[src/rtl/onehot_index_streamer.sv]
// onehot_index_streamer
// Accepts a W-bit request vector and streams out the binary index of every
// set bit, lowest index first, one index per out_valid/out_ready handshake.
// An all-zero vector is still accepted. It produces no beats and raises a
// one-cycle zero_err pulse instead.

module onehot_index_streamer #(
    parameter int W  = 8,
    parameter int IW = $clog2(W)
) (
    input  logic          clk,
    input  logic          rst,
    input  logic          in_valid,
    output logic          in_ready,
    input  logic [W-1:0]  in_bits,
    output logic          out_valid,
    input  logic          out_ready,
    output logic [IW-1:0] out_idx,
    output logic          out_last,
    output logic          zero_err
);

    typedef enum logic {
        IDLE = 1'b0,
        EMIT = 1'b1
    } state_t;

    state_t         state;
    state_t         state_nxt;
    logic [W-1:0]   pending;
    logic [W-1:0]   pending_nxt;
    logic           zero_err_nxt;
    logic [IW-1:0]  low_idx;
    logic           single_bit;

    // Priority encoder: index of the lowest set bit of pending.
    always_comb begin
        // NOTE: every combinational output gets a default before any branch;
        // a path that leaves a variable unassigned would infer a latch.
        low_idx = '0;
        // Scanning from the top means the last match, which is the lowest set
        // bit, wins.
        for (int k = W - 1; k >= 0; k--) begin
            if (pending[k]) begin
                low_idx = IW'(k);
            end
        end
    end

    // Exactly one bit pending: x & (x-1) clears the lowest set bit.
    always_comb begin
        single_bit = (pending != '0) && ((pending & (pending - 1'b1)) == '0);
    end

    // Next-state, datapath and handshake outputs for the IDLE/EMIT controller.
    always_comb begin
        state_nxt    = state;
        pending_nxt  = pending;
        zero_err_nxt = 1'b0;
        in_ready     = 1'b0;
        out_valid    = 1'b0;
        out_idx      = '0;
        out_last     = 1'b0;

        case (state)
            IDLE: begin
                in_ready = 1'b1;
                if (in_valid) begin
                    if (in_bits != '0) begin
                        pending_nxt = in_bits;
                        state_nxt   = EMIT;
                    end else begin
                        zero_err_nxt = 1'b1;
                    end
                end
            end

            EMIT: begin
                out_valid = 1'b1;
                out_idx   = low_idx;
                out_last  = single_bit;
                // pending only changes on a taken beat, so idx/last hold
                // steady under backpressure.
                if (out_ready) begin
                    pending_nxt = pending & (pending - 1'b1);
                    if (single_bit) begin
                        state_nxt = IDLE;
                    end
                end
            end

            default: begin
                state_nxt   = IDLE;
                pending_nxt = '0;
            end
        endcase
    end

    // State register. Reset returns to IDLE at once.
    always_ff @(posedge clk or posedge rst) begin
        // NOTE: sequential state uses non-blocking assignments, so every
        // register samples the pre-edge values of the others.
        if (rst) begin
            state <= IDLE;
        end else begin
            state <= state_nxt;
        end
    end

    // Pending mask and zero-vector pulse. Reset drops any unsent bits.
    always_ff @(posedge clk or posedge rst) begin
        if (rst) begin
            pending  <= '0;
            zero_err <= 1'b0;
        end else begin
            pending  <= pending_nxt;
            zero_err <= zero_err_nxt;
        end
    end

endmodule
[config.mk]
export PLATFORM = sky130hd
export DESIGN_NAME = onehot_index_streamer
export DESIGN_NICKNAME = d
export VERILOG_FILES = /design/src/rtl/onehot_index_streamer.sv
export SDC_FILE = /design/constraint.sdc
export NUM_CORES = 1
export LEC_CHECK = 0
export ABC_AREA = 1
export ABC_CLOCK_PERIOD_IN_PS = 1300
export CELL_PAD_IN_SITES_DETAIL_PLACEMENT = 1
export CELL_PAD_IN_SITES_GLOBAL_PLACEMENT = 1
export CORE_MARGIN = 2
export CORE_UTILIZATION = 29
export DETAILED_ROUTE_END_ITERATION = 6
export GPL_TIMING_DRIVEN = 0
export HOLD_SLACK_MARGIN = 0.05
export PLACE_DENSITY_LB_ADDON = 0.1
export SYNTH_ARGS = -nofsm -noshare
export SYNTH_HDL_FRONTEND = slang
export SYNTH_SLANG_ARGS = --single-unit
[constraint.sdc]
create_clock -name clk -period 1.3 [get_ports clk]
set_input_delay 0.26 -clock clk [delete_from_list [all_inputs] [get_ports clk]]
set_output_delay 0.26 -clock clk [all_outputs]
set_load 0.01 [all_outputs]
==> Word-level counts from Yosys, hierarchy flattened <==
Index checks and enable logic that the tools add are counted.
{ "op_classes": {"n_bitwise": 2, "addsub": 1, "mux": 24, "n_reduce_logical": 5, "eq_ne": 3} }
{ "ops": {"columns": ["cell", "count"], "rows": [
  ["two-way mux 3 bit", 9],
  ["two-way mux 8 bit", 3],
  ["case mux 8 bit (2 select lines)", 1],
  ["nonzero test 8 bit", 2],
  ["two-way mux 1 bit", 10],
  ["AND 8 bit", 1],
  ["zero test 8 bit", 1],
  ["subtractor 8 x 1 -> 8 bit (second input constant)", 1],
  ["!= test 2 bit (second input constant)", 3],
  ["AND reduction 3 bit", 1],
  ["case mux 1 bit (2 select lines)", 1],
  ["logical AND 1 bit", 1],
  ["NOT 1 bit", 1]
]} }
{ "totals": {"in_bits": 12, "wordCells": 38, "register_bits": 10} }

==> Logic depth before layout (Yosys ltp) <==
{ "logic_depth": {"depth_word": 9, "depth_mapped": 10} }

==> Least setup slack after synthesis <==
No wires, ideal clock.
{ "synth_path": {"kind": "register to output", "startpoint": "register pending[1]", "endpoint": "output out_last", "slack_ns": -0.130, "path_buffers": 0, "t_arrival_ns": 1.170, "required_ns": 1.040, "path_stages_with_launch": 8, "path_cell_list": "dfrtp_1 -> nor2_4 -> nand2_2 -> nand2_2 -> inv_1 -> nor2_1 -> nand2_1 -> nor3_1"} }
{ "synth_between": {"elab_chain_len": 5, "elab_cells_between_ends": 6, "cone_classes": "1 x add/sub; 1 x mux; 1 x bitwise; 3 x reduce/logical"} }
{ "synth_rtl": {"columns": ["item", "line", "text"], "rows": [
  ["from (decl)", "30", "logic [W-1:0] pending;"],
  ["from (signal assigned)", "116", "pending <= pending_nxt;"],
  ["subtractor 8 x 1 -> 8 bit", "52", "single_bit = (pending != '0) && ((pending & (pending - 1'b1)) == '0);"],
  ["AND 8 bit", "52", null],
  ["zero test 8 bit", "52", null],
  ["logical AND 1 bit *", "52", null],
  ["two-way mux 1 bit *", "65", "case (state)"],
  ["to (decl)", "19", "output logic out_last,"]
]} }
Every way passes the cells marked *; elsewhere a longest branch is shown, timed or not.

==> Worst setup path after layout <==
{ "layout_path": {"startpoint": "register pending[0]", "endpoint": "output out_last"} }
Same word-level chain as after synthesis.

==> metrics.md <==
| Metric | Value |
|---|---|
| Status | finished, violations left |
| Failing checks | negative setup slack |
| Pin count of the biggest net entering global routing | 11 |
| Synth Net Count | between 100 and 150 |
| Total power draw | roughly 3.3 mW |
| Synth Cell Area | slightly above 700 µm² |
| Wire per inst | approximately 14 µm |
| First-pass detailed-route iteration total | 4 |
| ANT nets after route | 0 |
| Arr. time, crit path | approximately 1.6 ns |
| I/O pin count | 19 |
| Final Critical Period | 1.84 ns |
| Kind of critical path | register to output pin |
| Final setup viols | 6 |
| Worst-Skew Late Latency | 0.27 ns |
| First-pass GRT wire length | about 4 mm |
| Residual DRC | 0 |
| Power per cell area | about 2700 nW/µm² |
| Starting density of the core | between 30% and 40% |
| Worst Setup Slack, final | -0.539 ns |
| Die area | 2850 µm² |
| WL final | approximately 2.6 mm |
| Clk_skew | about 0.0043 ns |
| Final Cell Area | 1240 µm² |
| Clock Tree Root | clkbuf_4 |
| Ratio of final minimum period to clock period | 141% |
| CTS Buf Count | 3 |
| Relative slew slack | 71.8% |
| Via Count | roughly 860 |
| Synth Warn # | 0 |
| Core Region | approximately 2300 µm² |
| Endpoint class of the critical path | output pin |
| Vias/cell | ~4.8 |
| Sequential area share after synthesis | a little over a third |
| DIE HEIGHT | around 53 µm |
| Gr busiest metal | met2 |
| Die width | about 53 µm |
| Initial antenna violation count | 0 |
| Number of global-route vias before repair | approximately 850 |
| Hold buffer count at cts | 0 |
| GRT Util Overall | 20.0% |
| Reg-to-reg startpoint | pending[0]$_DFFE_PP0P_ |
| Final slew viol count | 0 |
| Initial drt markers | 4 |
| Layout cells sized above 1 | roughly 46% |
| Max Root-Sink Buffers | 2 |
| Mapped Cells | ~110 |
| P&R area growth vs syn | 75.9% |
| Most common cell after layout, fill and taps aside | nand2_1 |
| CP startpoint | pending[0]$_DFFE_PP0P_ |
| RSZ-0062 raised after global routing | yes |
| Met1 global-route usage | 22.3% |
| #FFs+latches synth | 10 |
| Met3 Track Usage GR | ~4.5% |
| Post-DP Area | 936 µm² |
| Worst Setup Start Kind | register |
| Max Cap Viol | 0 |
| CTS tree | yes |
| Clock-pin slew on the worst setup and hold paths | 0.07 ns |
| Hold Path Class | input pin to asynchronous set/reset pin |
| Unique masters post-synth | 21 |
| Total Nets Final | about 170 |
| Antenna diodes | 0 |
| Routability cong. | a little over 0.7 |
| GR Util met2 | between 30% and 40% |
| Pleak | 0.641 nW |
| HPWL after DPL | 1.70 mm |
| Clock sink count | 10 |
| Synth Area per Inst | just under 7 µm² |
| Peak Freq | ~540 MHz |
| Row cnt | 17 |
| # port buffers | 18 |
| Maximum vdd drop | ~1.2 mV |
| Worst EP required | roughly 1.0 ns |
| Worst-margin pin slew | roughly 0.42 ns |
| H-tree depth | 1 |
| Grt ovf | 0 |
| Most frequent cells in the layout | nand2_1 (30), buf_4 (19), buf_6 (11) |
| CP max FO | 4 |
| Final Hold Viols | 0 |
## final cells by class
| cell class | count | area, µm² |
|---|---|---|
| plain buffers | 3 | 33.8 |
| inverters | 13 | 58.8 |
| fillers | 291 | 1010 |
| repair buffers | 44 | 374 |
| well taps | 28 | 35.0 |
| clock buffers | 4 | 36.3 |
| flip-flops and latches | 10 | 254 |
| multi-input cells | 79 | 452 |
## path summary, 6_finish.rpt
kind	endpoint	slack [ns]	cells past startpoint
max	out_last	-0.54	8
min reg2reg	pending[2]$_DFFE_PP0P_	0.61	2
max reg2reg	state$_DFF_PP0_	-0.32	10
min in group clk	pending[6]$_DFFE_PP0P_	0.35	3
max in group asynchronous	pending[3]$_DFFE_PP0P_	0.70	2
min	pending[0]$_DFFE_PP0P_	0.28	2
## state kept, by name (all words and copies together) (netlist names)
signal	count
pending	8
state	1
zero_err	1
## per-stage QoR
stage | hold WS (ns) | setup WS [ns] | std cells | TNS (ns) | util (%)
global placement | 0.542 | -0.682 | 151 | -4.77 | 41.5
finish | 0.278 | -0.539 | 181 | -2.01 | 55.2
CTS | 0.285 | -0.566 | 174 | -1.77 | 50.1
detailed placement | 0.554 | -0.692 | 151 | -5.09 | 41.5
floorplan | 0.100 | -0.0401 | 105 | -0.0401 | -
global route | 0.307 | -0.655 | 181 | -2.66 | 55.2
## worst max-delay path: stages, from the launching register on
cell and delay (ns):
dfrtp_2 0.44, inv_1 0.09, nand2_1 0.09, nand2_1 0.10, nand2_1 0.08, nor2_2 0.13, nand2_1 0.11, nor3_4 0.11
buf_2 0.15
## per-layer routing
layer | share of wire (%) | vias to the layer above
met4 | 1.3 | 0
met1 | 42 | 405
li1 | - | 431
met5 | 0 | -
met3 | 4.1 | 4
met2 | 52 | 21
## logic make-up (layout without fill, tap and decap cells)
kind of cell / after synthesis / after routing / synth area share, %
and+or+nand+nor: 62 / 62 / 39.5
AOI/OAI and AO/OA: 17 / 17 / 14.0
buffers and inverters: 16 / 64 / 11.2
DFF: 10 / 10 / 35.4
## synthesized netlist by cell type (all sizes together)
master	instances	share of area (%)
buf	3	3.9
a21oi	1	0.71
nand2	38	22
nor3b	1	1.1
o21ai	12	9.0
nor3	3	2.1
o211ai	3	3.2
nand3	5	5.0
dfrtp	10	35
inv	13	7.3
a211oi	1	1.1
nor2	15	9.4
## repair_timing
action,CTS,global route
gates resized for setup,47,20
setup endpoints to repair,15,15
pin swaps,12,12
setup buffers,18,7
gates cloned,1,0
## power by group
part	switching, mW	internal, mW	total (mW)
sequential	0.157	0.448	0.605
clock	0.116	0.170	0.286
combinational	1.24	1.21	2.45
No activity file was read; power rests on OpenSTA's default activity.
